## config.mk

```make
export PLATFORM = sky130hd
export DESIGN_NAME = gsim_x_drain
export DESIGN_NICKNAME = d
export VERILOG_FILES = /design/src/rtl/gsim_x_drain.sv
export SDC_FILE = /design/constraint.sdc
export NUM_CORES = 1
export LEC_CHECK = 0
export BUFFER_PORTS_ARGS = -buffer_cell sky130_fd_sc_hd__buf_4
export CAP_MARGIN = 20
export CORE_UTILIZATION = 60
export CTS_CLUSTER_SIZE = 20
export DETAILED_ROUTE_END_ITERATION = 16
export GPL_TIMING_DRIVEN = 0
export PLACE_DENSITY = 0.83
export REMOVE_ABC_BUFFERS = 1
export SLEW_MARGIN = 20
export SYNTH_ARGS = -nofsm -noshare
export SYNTH_HDL_FRONTEND = slang
export SYNTH_SLANG_ARGS = --single-unit
```

## constraint.sdc

```tcl
create_clock -name clk -period 12.7 [get_ports clk]
set_clock_uncertainty 0.05 [all_clocks]
set_input_delay 1.27 -clock clk [delete_from_list [all_inputs] [get_ports clk]]
set_output_delay 1.27 -clock clk [all_outputs]
set_load 0.02 [all_outputs]
```

## src/rtl/gsim_x_drain.sv

```systemverilog
// gsim_x_drain: drain stage behind the Gauss-Seidel iteration core.
//
// This block captures one N-entry solution burst (Q16.16) into a local buffer.
// It then streams each entry to the host over a valid/ready handshake. Each entry
// is rounded half up and saturated to a signed OW-bit integer on the way out.
// The block also flags two protocol faults:
//   - a burst that ends early (short burst)
//   - a burst that arrives while the previous one is still draining (overrun)
//
// Ports:
//   clk          system clock, rising edge
//   reset        asynchronous active-low reset
//   x_valid_in   burst qualifier (core out_valid)
//   x_in         Q16.16 solution value (core x_out)
//   m_valid      output word valid
//   m_ready      sink ready; transfer on m_valid && m_ready
//   m_data       rounded, saturated x[m_index]
//   m_index      element index 0..N-1
//   m_last       high with m_valid on element N-1
//   m_sat        current word was saturated
//   done         one-cycle pulse after the last element is accepted
//   err_short    sticky: burst ended before N samples (cleared at next burst start)
//   err_overrun  sticky: x_valid_in seen while draining (cleared only by reset)
//   busy         high while capturing or draining
module gsim_x_drain #(
    parameter int unsigned N  = 16,
    parameter int unsigned XW = 32,
    parameter int unsigned OW = 16
) (
    input  logic          clk,
    input  logic          reset,
    input  logic          x_valid_in,
    input  logic [XW-1:0] x_in,
    output logic          m_valid,
    input  logic          m_ready,
    output logic [OW-1:0] m_data,
    output logic [3:0]    m_index,
    output logic          m_last,
    output logic          m_sat,
    output logic          done,
    output logic          err_short,
    output logic          err_overrun,
    output logic          busy
);

    localparam int unsigned CW = $clog2(N + 1);
    // Width of (x + 2^15) >>> 16 taken in XW+1 bit arithmetic.
    localparam int unsigned RW = XW - 15;
    localparam logic signed [RW-1:0] SatHi = {{(RW - OW + 1){1'b0}}, {(OW - 1){1'b1}}};
    localparam logic signed [RW-1:0] SatLo = {{(RW - OW + 1){1'b1}}, {(OW - 1){1'b0}}};

    typedef enum logic [1:0] {
        StIdle,
        StCapture,
        StDrain
    } state_e;

    // Returns {sat, data}.
    function automatic logic [OW:0] convert(input logic [XW-1:0] x);
        logic signed [XW:0]   t;
        logic signed [RW-1:0] r;
        t = $signed({x[XW-1], x}) + $signed((XW + 1)'(32768));
        r = RW'(t >>> 16);
        if (r > SatHi) begin
            convert = {1'b1, SatHi[OW-1:0]};
        end else if (r < SatLo) begin
            convert = {1'b1, SatLo[OW-1:0]};
        end else begin
            convert = {1'b0, r[OW-1:0]};
        end
    endfunction

    state_e        r_state;
    logic [CW-1:0] r_wr_cnt;
    logic [3:0]    r_rd_idx;
    logic          r_m_valid;
    logic [OW-1:0] r_m_data;
    logic [3:0]    r_m_index;
    logic          r_m_last;
    logic          r_m_sat;
    logic          r_done;
    logic          r_err_short;
    logic          r_err_overrun;
    logic [XW-1:0] r_buf [N];

    state_e        w_state_nxt;
    logic [CW-1:0] w_wr_cnt_nxt;
    logic [3:0]    w_rd_idx_nxt;
    logic          w_m_valid_nxt;
    logic [OW-1:0] w_m_data_nxt;
    logic [3:0]    w_m_index_nxt;
    logic          w_m_last_nxt;
    logic          w_m_sat_nxt;
    logic          w_done_nxt;
    logic          w_err_short_nxt;
    logic          w_err_overrun_nxt;
    logic          w_buf_we;
    logic [3:0]    w_buf_addr;
    logic [3:0]    w_rd_sel;
    logic [OW:0]   w_conv;

    // Word presented next is converted straight from the buffer so that the
    // registered outputs carry no extra latency.
    assign w_conv = convert(r_buf[w_rd_sel]);

    always_comb begin
        w_state_nxt       = r_state;
        w_wr_cnt_nxt      = r_wr_cnt;
        w_rd_idx_nxt      = r_rd_idx;
        w_m_valid_nxt     = r_m_valid;
        w_m_data_nxt      = r_m_data;
        w_m_index_nxt     = r_m_index;
        w_m_last_nxt      = r_m_last;
        w_m_sat_nxt       = r_m_sat;
        w_done_nxt        = 1'b0;
        w_err_short_nxt   = r_err_short;
        w_err_overrun_nxt = r_err_overrun;
        w_buf_we          = 1'b0;
        w_buf_addr        = r_wr_cnt[3:0];
        w_rd_sel          = 4'd0;

        unique case (r_state)
            StIdle: begin
                if (x_valid_in) begin
                    w_buf_we        = 1'b1;
                    w_buf_addr      = 4'd0;
                    w_wr_cnt_nxt    = CW'(1);
                    w_err_short_nxt = 1'b0;
                    w_state_nxt     = StCapture;
                end
            end
            StCapture: begin
                if (x_valid_in) begin
                    w_buf_we     = 1'b1;
                    w_wr_cnt_nxt = r_wr_cnt + CW'(1);
                    if (r_wr_cnt == CW'(N - 1)) begin
                        // Last sample written this edge; present element 0 on the same edge.
                        w_state_nxt   = StDrain;
                        w_wr_cnt_nxt  = '0;
                        w_rd_idx_nxt  = 4'd0;
                        w_rd_sel      = 4'd0;
                        w_m_valid_nxt = 1'b1;
                        w_m_data_nxt  = w_conv[OW-1:0];
                        w_m_sat_nxt   = w_conv[OW];
                        w_m_index_nxt = 4'd0;
                        w_m_last_nxt  = (N == 1);
                    end
                end else begin
                    // Gap or early end: drop the partial burst.
                    w_err_short_nxt = 1'b1;
                    w_wr_cnt_nxt    = '0;
                    w_state_nxt     = StIdle;
                end
            end
            StDrain: begin
                if (x_valid_in) begin
                    w_err_overrun_nxt = 1'b1;
                end
                if (r_m_valid && m_ready) begin
                    if (r_rd_idx == 4'(N - 1)) begin
                        w_m_valid_nxt = 1'b0;
                        w_m_data_nxt  = '0;
                        w_m_index_nxt = 4'd0;
                        w_m_last_nxt  = 1'b0;
                        w_m_sat_nxt   = 1'b0;
                        w_done_nxt    = 1'b1;
                        w_state_nxt   = StIdle;
                    end else begin
                        w_rd_sel      = r_rd_idx + 4'd1;
                        w_rd_idx_nxt  = r_rd_idx + 4'd1;
                        w_m_data_nxt  = w_conv[OW-1:0];
                        w_m_sat_nxt   = w_conv[OW];
                        w_m_index_nxt = r_rd_idx + 4'd1;
                        w_m_last_nxt  = (r_rd_idx == 4'(N - 2));
                    end
                end
            end
            default: begin
                w_state_nxt = StIdle;
            end
        endcase
    end

    always_ff @(posedge clk or negedge reset) begin
        if (!reset) begin
            r_state       <= StIdle;
            r_wr_cnt      <= '0;
            r_rd_idx      <= '0;
            r_m_valid     <= 1'b0;
            r_m_data      <= '0;
            r_m_index     <= '0;
            r_m_last      <= 1'b0;
            r_m_sat       <= 1'b0;
            r_done        <= 1'b0;
            r_err_short   <= 1'b0;
            r_err_overrun <= 1'b0;
        end else begin
            r_state       <= w_state_nxt;
            r_wr_cnt      <= w_wr_cnt_nxt;
            r_rd_idx      <= w_rd_idx_nxt;
            r_m_valid     <= w_m_valid_nxt;
            r_m_data      <= w_m_data_nxt;
            r_m_index     <= w_m_index_nxt;
            r_m_last      <= w_m_last_nxt;
            r_m_sat       <= w_m_sat_nxt;
            r_done        <= w_done_nxt;
            r_err_short   <= w_err_short_nxt;
            r_err_overrun <= w_err_overrun_nxt;
        end
    end

    // Buffer contents are don't-care after reset, so no reset here.
    always_ff @(posedge clk) begin
        if (w_buf_we) begin
            r_buf[w_buf_addr] <= x_in;
        end
    end

    assign m_valid     = r_m_valid;
    assign m_data      = r_m_data;
    assign m_index     = r_m_index;
    assign m_last      = r_m_last;
    assign m_sat       = r_m_sat;
    assign done        = r_done;
    assign err_short   = r_err_short;
    assign err_overrun = r_err_overrun;
    assign busy        = (r_state != StIdle);

endmodule
```

==> results.rst, run 1 <==
.. list-table::
   :header-rows: 1

   * - Metric
     - Value
   * - Status
     - complete, no violations
   * - Worst slew margin relative to its limit
     - 19.8%
   * - Yosys Warn Count
     - 0
   * - Register-to-register setup slack
     - 4980 ps
   * - Clock sink count
     - 309
   * - Port Buffers
     - 47
   * - DP HPWL
     - 21500 um
   * - Period minus WS final
     - 7720 ps
   * - Reg2reg path depth
     - 16
   * - Hold EP
     - m_index[0]
   * - Maximum achievable frequency
     - 0.129 GHz
   * - Clock Path Buffers
     - 3
   * - Placed insts
     - 1234
   * - # DRC
     - 0
   * - Capturing point of the worst reg2reg path
     - m_data[8]
   * - Routed length per placed instance
     - 28.1 um
   * - Hold Buf Count CTS
     - 0
   * - Clock tree from TritonCTS
     - built
   * - CTS root buffer
     - clkbuf_16
   * - RD Place Congestion
     - 0.892
   * - Setup repair after global routing missed its margin
     - false
   * - Cell chain of the critical path
     - buf_16, buf_16, clkinv_1, ha_2, nand3b_1, or3_1, o221ai_1, o22a_1, a21oi_1, ha_1, inv_1, a2111oi_4, nand3_2, nor4b_2, or2_2, o211ai_2
   * - Clock network fraction of total power
     - 42.3%
   * - Portion of total power attributed to sequential cells
     - 53.9%
   * - Initial antenna violation count
     - 0
   * - Global route total overflow
     - 0
   * - Library cells used by synthesis
     - 86
   * - Final setup violation count
     - 0
   * - Net switching power of the design
     - 0.440 mW
   * - Total global routing track utilization
     - 31.2%
   * - Min-Delay Path Class
     - flip-flop to flip-flop
   * - Number of instances in the synthesized netlist
     - 957
   * - Total CTS buffers
     - 30
   * - Element type at the critical path start
     - flip-flop
   * - Count of inserted antenna diode cells
     - 0
   * - P_int
     - 1.65 mW
   * - Share of synthesized registers carrying an async set or reset
     - 12.0%
   * - Wire length of the first global-routing pass
     - 54600 um
   * - Reg2reg start
     - r_rd_idx[0]
   * - Part of the Yosys area used for sequential elements
     - 66.7%
   * - Number of flops mapped to enable cells by yosys
     - 272
   * - Comb power frac
     - 3.8%
   * - Crit path max fanout
     - 52
   * - Worst slew pin tran
     - 1200 ps
   * - Power density of the placed cells
     - 136 nW/um^2
   * - Area of the core
     - 22000 sq um
   * - Violation count after the first detailed-routing iteration
     - 1261
   * - Static leakage
     - 5.37 nW
   * - Hold path startpoint
     - m_index[0]
   * - Most used cells in the layout excluding fill and tap cells
     - edfxtp_1, nand2_1, buf_4
   * - Peak supply drop
     - 0.000117 V
   * - Die outline area
     - 23300 sq um
   * - Worst EP required
     - 13070 ps
   * - Fin nets
     - 1026
   * - Initial core utilization
     - 61.9%
   * - First-pass DRT Iterations
     - 7
   * - Worst hold slack across all endpoints
     - 428 ps
   * - Crit-path max cell delay
     - 970 ps
   * - Max capacitance violation total
     - 0
   * - Post-CTS sizing
     - 0
   * - Class of the most critical setup path
     - flip-flop to flip-flop
   * - Period utilisation layout
     - 60.8%
   * - Width of the die
     - 153 um
   * - Register clock-pin slew on the reported worst setup and hold paths
     - 70 ps
   * - Hold-critical path depth
     - 2
   * - Proportion of total power due to net switching
     - 21.0%
   * - Fillcell total
     - 1425
   * - Post-detailed-route count of antenna-violating nets
     - 0
   * - Final standard cell utilization of the core
     - 69.9%
   * - Worst Path Arrival
     - 8100 ps
   * - Largest net degree at the start of global routing
     - 53
   * - Clk Latency, worst-skew pair
     - 570 ps
   * - Average vias per placed instance
     - 7.18
   * - Most common cell on crit path
     - buf_16
   * - Worst setup EP type
     - flip-flop
   * - Slew Limit Fails
     - 0
   * - Number of vias in the routed layout
     - 9268
   * - Post-synth design cell area
     - 13600 sq um
   * - Post-synthesis average cell area
     - 14.2 sq um
   * - H-tree depth
     - 1
   * - Row count
     - 54
   * - Leading cell type in the layout, fill and taps excluded
     - edfxtp_1
   * - #FFs+latches synth
     - 309
   * - Final Instance Count excl. Fillers
     - 1290
   * - Slowest CP cell
     - ha_2
   * - Share of post-route cells with drive strength above 1
     - 19.3%
   * - Post CTS Setup Buffer Count
     - 0
   * - Number of hold-slack violations in the final timing report
     - 0
   * - Final total negative setup slack
     - 0 ps
   * - Area growth syn-to-layout
     - 12.9%
   * - Via count of the first global-routing pass
     - 9037
   * - Final routed wirelength across all metal layers
     - 36300 um
   * - Boundary Pins
     - 63
   * - Die height
     - 153 um
   * - Most frequently used flop master after synthesis
     - edfxtp_1
through the flow:
step	worst slack (ps)	power (mW)	instance area [sq um]
after floorplan	3430	1.19	13200
after global placement	-1100	1.22	13900
after detailed placement	5270	1.23	14400
after CTS	5170	2.09	15400
after global routing	4840	2.14	15400
final	4980	2.09	15400
metal layers:
layer,global-route usage [%],up-vias,share of wire (%)
met4,16.6,0,4.9
met3,6.91,138,11
met1,41.2,4552,37
li1,-,3918,-
met2,48.8,660,47
met5,0,-,0
power groups by stage:
stage	Combinational (mW)	Sequential [mW]	Clock [mW]
2_1_floorplan	0.0382	1.15	0
3_3_place_gp	0.0700	1.15	0
3_5_place_dp	0.0768	1.15	0
4_1_cts	0.0775	1.13	0.888
5_1_grt	0.0837	1.13	0.929
6_report	0.0789	1.13	0.885
worst max path at each step:
stage,endpoint,depth (start not counted),start,slack (ps)
floorplan,m_data[11],15,r_rd_idx[0],3430
global placement,m_data[0],15,r_rd_idx[0],-1100
detailed placement,m_data[12],16,r_rd_idx[0],5270
CTS,m_data[8],16,r_rd_idx[0],5170
global route,m_data[2],16,r_rd_idx[0],4840
finish,m_data[8],16,r_rd_idx[0],4980
synthesized netlist by cell type, types with 6 or more instances:
cell type,count,area (sq um)
o41ai_1,28,245
dfrtp_1,37,926
o21ai_1,8,40.0
buf_2,21,105
xnor2_1,8,70.1
a2111oi_1,7,70.1
and2_1,7,43.8
buf_4,14,105
o221ai_1,13,114
a2111oi_0,7,61.3
clkbuf_1,20,75.1
nor4_1,29,181
nor3_1,12,60.1
mux2i_1,40,400
nand3_1,15,75.1
inv_1,6,22.5
buf_6,13,146
nand2_1,50,188
a221o_1,6,60.1
a21oi_1,48,240
nand2b_1,34,213
a221oi_1,16,140
nor2_1,50,188
a211oi_1,21,158
o21ai_0,26,130
edfxtp_1,272,8170
o211ai_1,6,45.0
mux2_2,20,225
area by class of cell:
type | count | area [sq um] | area share [%]
Sequential cell | 309 | 9100 | 59.1
Multi-Input combinational cell | 569 | 4220 | 27.4
Clock buffer | 38 | 802 | 5.21
Timing Repair Buffer | 69 | 734 | 4.77
Tap cell | 280 | 350 | 2.28
Clock inverter | 18 | 171 | 1.11
Inverter | 7 | 26.3 | 0.171
kinds of logic after synthesis:
logic type	after synthesis	share of synthesized area, %
AO/OA/AOI/OAI	250	14.1
AND/OR/NAND/NOR	242	9.85
flip-flops	309	66.7
adder cells (fa/ha/maj)	4	0.367
XOR/XNOR	12	0.771
buffers and inverters	79	3.47
multiplexers	61	4.75
state kept, by name, summed over array words and instances, names as in the netlist:
name and cells:
r_rd_idx 4, m_valid 1, done 1, err_short 1
r_wr_cnt 5, r_buf 272, r_state 2, m_last 1
m_sat 1, err_overrun 1, m_data 16, m_index 4
critical path, delay by kind of cell, from the launching register on:
kind                       cells  cell delay [ps]
and+or+nand+nor                5             2280
buffers and inverters          4             1640
AOI/OAI and AO/OA              5             1580
adders and majority gates      2             1200
DFF                            1              780
Note: power is estimated with default switching activity, not from simulation.
==> run 2: changes to the inputs <==
--- a/config.mk
+++ b/config.mk
@@ -7,11 +7,11 @@
 export LEC_CHECK = 0
 export BUFFER_PORTS_ARGS = -buffer_cell sky130_fd_sc_hd__buf_4
 export CAP_MARGIN = 20
-export CORE_UTILIZATION = 60
+export CORE_UTILIZATION = 55
 export CTS_CLUSTER_SIZE = 20
 export DETAILED_ROUTE_END_ITERATION = 16
 export GPL_TIMING_DRIVEN = 0
-export PLACE_DENSITY = 0.83
+export PLACE_DENSITY = 0.8
 export REMOVE_ABC_BUFFERS = 1
 export SLEW_MARGIN = 20
 export SYNTH_ARGS = -nofsm -noshare
==> constraint.sdc (replaced) <==
create_clock -name clk -period 6.5 [get_ports clk]
set_clock_uncertainty 0.05 [all_clocks]
set_input_delay 0.65 -clock clk [delete_from_list [all_inputs] [get_ports clk]]
set_output_delay 0.65 -clock clk [all_outputs]
set_load 0.02 [all_outputs]
==> run 2 against run 1 <==
Effect of this change: the run now ends with negative hold slack left; critical path depth rose by 1; worst setup slack got worse by 4700 ps; die area rose by 9.0%; core utilization fell by 5.4 points; sequential cell count did not move; first-iteration DRC count rose by 6.7%; sequential share of layout area fell by 1.1 points; critical endpoint is now m_data[0]; largest power group unchanged; highest routed layer unchanged.
==> results.rst, run 2 (synthesis results as in run 1) <==
.. list-table::
   :header-rows: 1

   * - Metric
     - Value
   * - Status
     - complete, but fails checks (was complete, no violations)
   * - Failing checks
     - negative hold slack
   * - Die height
     - 159 um (was 153 um)
   * - Class of the most critical setup path
     - flip-flop to flip-flop (unchanged)
   * - Share of post-route cells with drive strength above 1
     - 20.1% (was 19.3%)
   * - Die outline area
     - 25400 sq um (was 23300 sq um)
   * - First-pass DRT Iterations
     - 5 (was 7)
   * - Slew Limit Fails
     - 0 (unchanged)
   * - Dpl cell area
     - 14600 sq um (was 14400 sq um)
   * - Min-Delay Path Class
     - input port to asynchronous set/reset pin (was flip-flop to flip-flop)
   * - Final setup violation count
     - 0 (unchanged)
   * - Count of inserted antenna diode cells
     - 0 (unchanged)
   * - Worst Path Arrival
     - 6570 ps (was 8100 ps)
   * - Routed length per placed instance
     - 27.6 um (was 28.1 um)
   * - Area of the core
     - 24300 sq um (was 22000 sq um)
   * - Total CTS buffers
     - 31 (was 30)
   * - CTS root buffer
     - clkbuf_16 (unchanged)
   * - Worst slew margin relative to its limit
     - 22.6% (was 19.8%)
   * - Element type at the critical path start
     - flip-flop (unchanged)
   * - Capturing point of the worst reg2reg path
     - m_data[0] (was m_data[8])
   * - Maximum achievable frequency
     - 0.161 GHz (was 0.129 GHz)
   * - Crit path max fanout
     - 58 (was 52)
   * - Row count
     - 57 (was 54)
   * - Period minus WS final
     - 6190 ps (was 7720 ps)
   * - Reg2reg path depth
     - 17 (was 16)
   * - Clock tree from TritonCTS
     - built (unchanged)
   * - Wire length of the first global-routing pass
     - 54900 um (was 54600 um)
   * - # DRC
     - 0 (unchanged)
   * - Average vias per placed instance
     - 6.88 (was 7.18)
   * - Initial core utilization
     - 56.1% (was 61.9%)
   * - Worst slew pin tran
     - 1160 ps (was 1200 ps)
   * - Crit-path max cell delay
     - 680 ps (was 970 ps)
   * - Largest reg by FF count
     - r_buf (unchanged)
   * - Leading cell type in the layout, fill and taps excluded
     - edfxtp_1 (unchanged)
   * - Number of hold-slack violations in the final timing report
     - 14 (was 0)
   * - Post-detailed-route count of antenna-violating nets
     - 0 (unchanged)
   * - Max capacitance violation total
     - 0 (unchanged)
   * - Slowest CP cell
     - dfrtp_4 (was ha_2)
   * - Clk Latency, worst-skew pair
     - 570 ps (about the same)
   * - Power density of the placed cells
     - 263 nW/um^2 (was 136 nW/um^2)
   * - H-tree depth
     - 1 (unchanged)
   * - Setup repair after global routing missed its margin
     - false (unchanged)
   * - Clock sink count
     - 309 (unchanged)
   * - Peak supply drop
     - 0.000184 V (was 0.000117 V)
   * - DP HPWL
     - 22400 um (was 21500 um)
   * - Number of vias in the routed layout
     - 9235 (was 9268)
   * - Final Cell Area
     - 15700 sq um (was 15400 sq um)
   * - Max reg flops
     - 272 (unchanged)
   * - Global route total overflow
     - 0 (unchanged)
   * - Period utilisation layout
     - 95.3% (was 60.8%)
   * - Register-to-register setup slack
     - 310 ps (was 4980 ps)
   * - Worst EP required
     - 6880 ps (was 13070 ps)
   * - Width of the die
     - 159 um (was 153 um)
   * - Hold Buf Count CTS
     - 0 (unchanged)
   * - Fin nets
     - 1037 (was 1026)
   * - Largest net degree at the start of global routing
     - 59 (was 53)
   * - Static leakage
     - 5.48 nW (was 5.37 nW)
   * - Worst hold slack across all endpoints
     - -8.27 ps (was 428 ps)
   * - Clock Path Buffers
     - 3 (unchanged)
   * - Total global routing track utilization
     - 28.9% (was 31.2%)
   * - Most used cells in the layout excluding fill and tap cells
     - edfxtp_1, buf_4, nand2_1 (was edfxtp_1, nand2_1, buf_4)
   * - Worst setup EP type
     - flip-flop (unchanged)
   * - Register clock-pin slew on the reported worst setup and hold paths
     - 60 ps (was 70 ps)
   * - Area growth syn-to-layout
     - 15.1% (was 12.9%)
   * - Final routed wirelength across all metal layers
     - 37000 um (was 36300 um)
   * - Reg2reg start
     - r_rd_idx[0] (unchanged)
   * - Port Buffers
     - 47 (unchanged)
   * - RD Place Congestion
     - 0.851 (was 0.892)
   * - Cell chain of the critical path
     - buf_16, buf_12, clkinv_2, ha_4, nand3b_1, nor3_4, buf_8, a2111oi_0, nor3_1, a21oi_1, ha_1, inv_1, a2111oi_4, nand3_2, nor4b_2, or2_2, o211ai_1 (was buf_16, buf_16, clkinv_1, ha_2, nand3b_1, or3_1, o221ai_1, o22a_1, a21oi_1, ha_1, inv_1, a2111oi_4, nand3_2, nor4b_2, or2_2, o211ai_2)
   * - Boundary Pins
     - 63 (unchanged)
   * - Via count of the first global-routing pass
     - 8878 (was 9037)
   * - Initial antenna violation count
     - 0 (unchanged)
   * - Violation count after the first detailed-routing iteration
     - 1346 (was 1261)
run 2: metal layers:
layer  global-route usage (%)  vias up  part of all wire, %
met3                     5.91      139                   12
met2                     44.8      680                   46
met4                     13.2        0                  5.0
met5                        0        -                    0
met1                     39.5     4505                   37
li1                         -     3911                    -
run 2: stage by stage:
step | setup TNS (ps) | power [mW] | util (%) | instances | setup slack (ps)
6_report | 0 | 4.13 | 64.5 | 1342 | 306
4_1_cts | 0 | 4.12 | 64.3 | 1341 | 181
2_1_floorplan | -45900 | 2.32 | - | 885 | -2770
5_1_grt | 0 | 4.22 | 64.5 | 1342 | 119
3_3_place_gp | -143300 | 2.38 | 57.3 | 1256 | -7460
3_5_place_dp | -14230 | 2.40 | 60.2 | 1285 | -997
run 2: how the worst max path moves through the flow:
stage	from	to	slack, ps	depth (start not counted)
floorplan	r_rd_idx[0]	m_data[11]	-2770	15
global placement	r_rd_idx[0]	m_data[0]	-7460	15
detailed placement	r_rd_idx[0]	m_data[0]	-1000	16
CTS	r_rd_idx[0]	m_data[12]	180	17
global route	r_rd_idx[0]	m_data[0]	120	17
finish	r_rd_idx[0]	m_data[0]	310	17
run 2: report_power, final:
part           leakage [nW]  switching [mW]  internal [mW]
Combinational          2.05           0.105         0.0517
Sequential             2.95          0.0152           2.19
Clock                 0.481           0.744           1.03
run 2: timing repair:
action / 4_1_cts / 5_1_grt
gates resized for setup: 2 / 1
pin swaps: 1 / 0
setup buffers: 2 / 1
endpoints found under the setup margin: 17 / 11
run 2: critical path: cells and delay by family, from the launching register on:
kind / cells / cell delay [ps]
AOI/OAI and AO/OA: 4 / 1620
buffers and inverters: 5 / 1420
and+or+nand+nor: 6 / 1350
adders and majority gates: 2 / 860
DFF: 1 / 680
run 2: cell type report:
cell class	count	area (sq um)
clock buffer	36	795
clock inverter	18	196
fill	1654	8630
inverter	7	27.5
multi-input combinational	569	4230
sequential	309	9100
tap	324	405
timing repair buffer	79	940
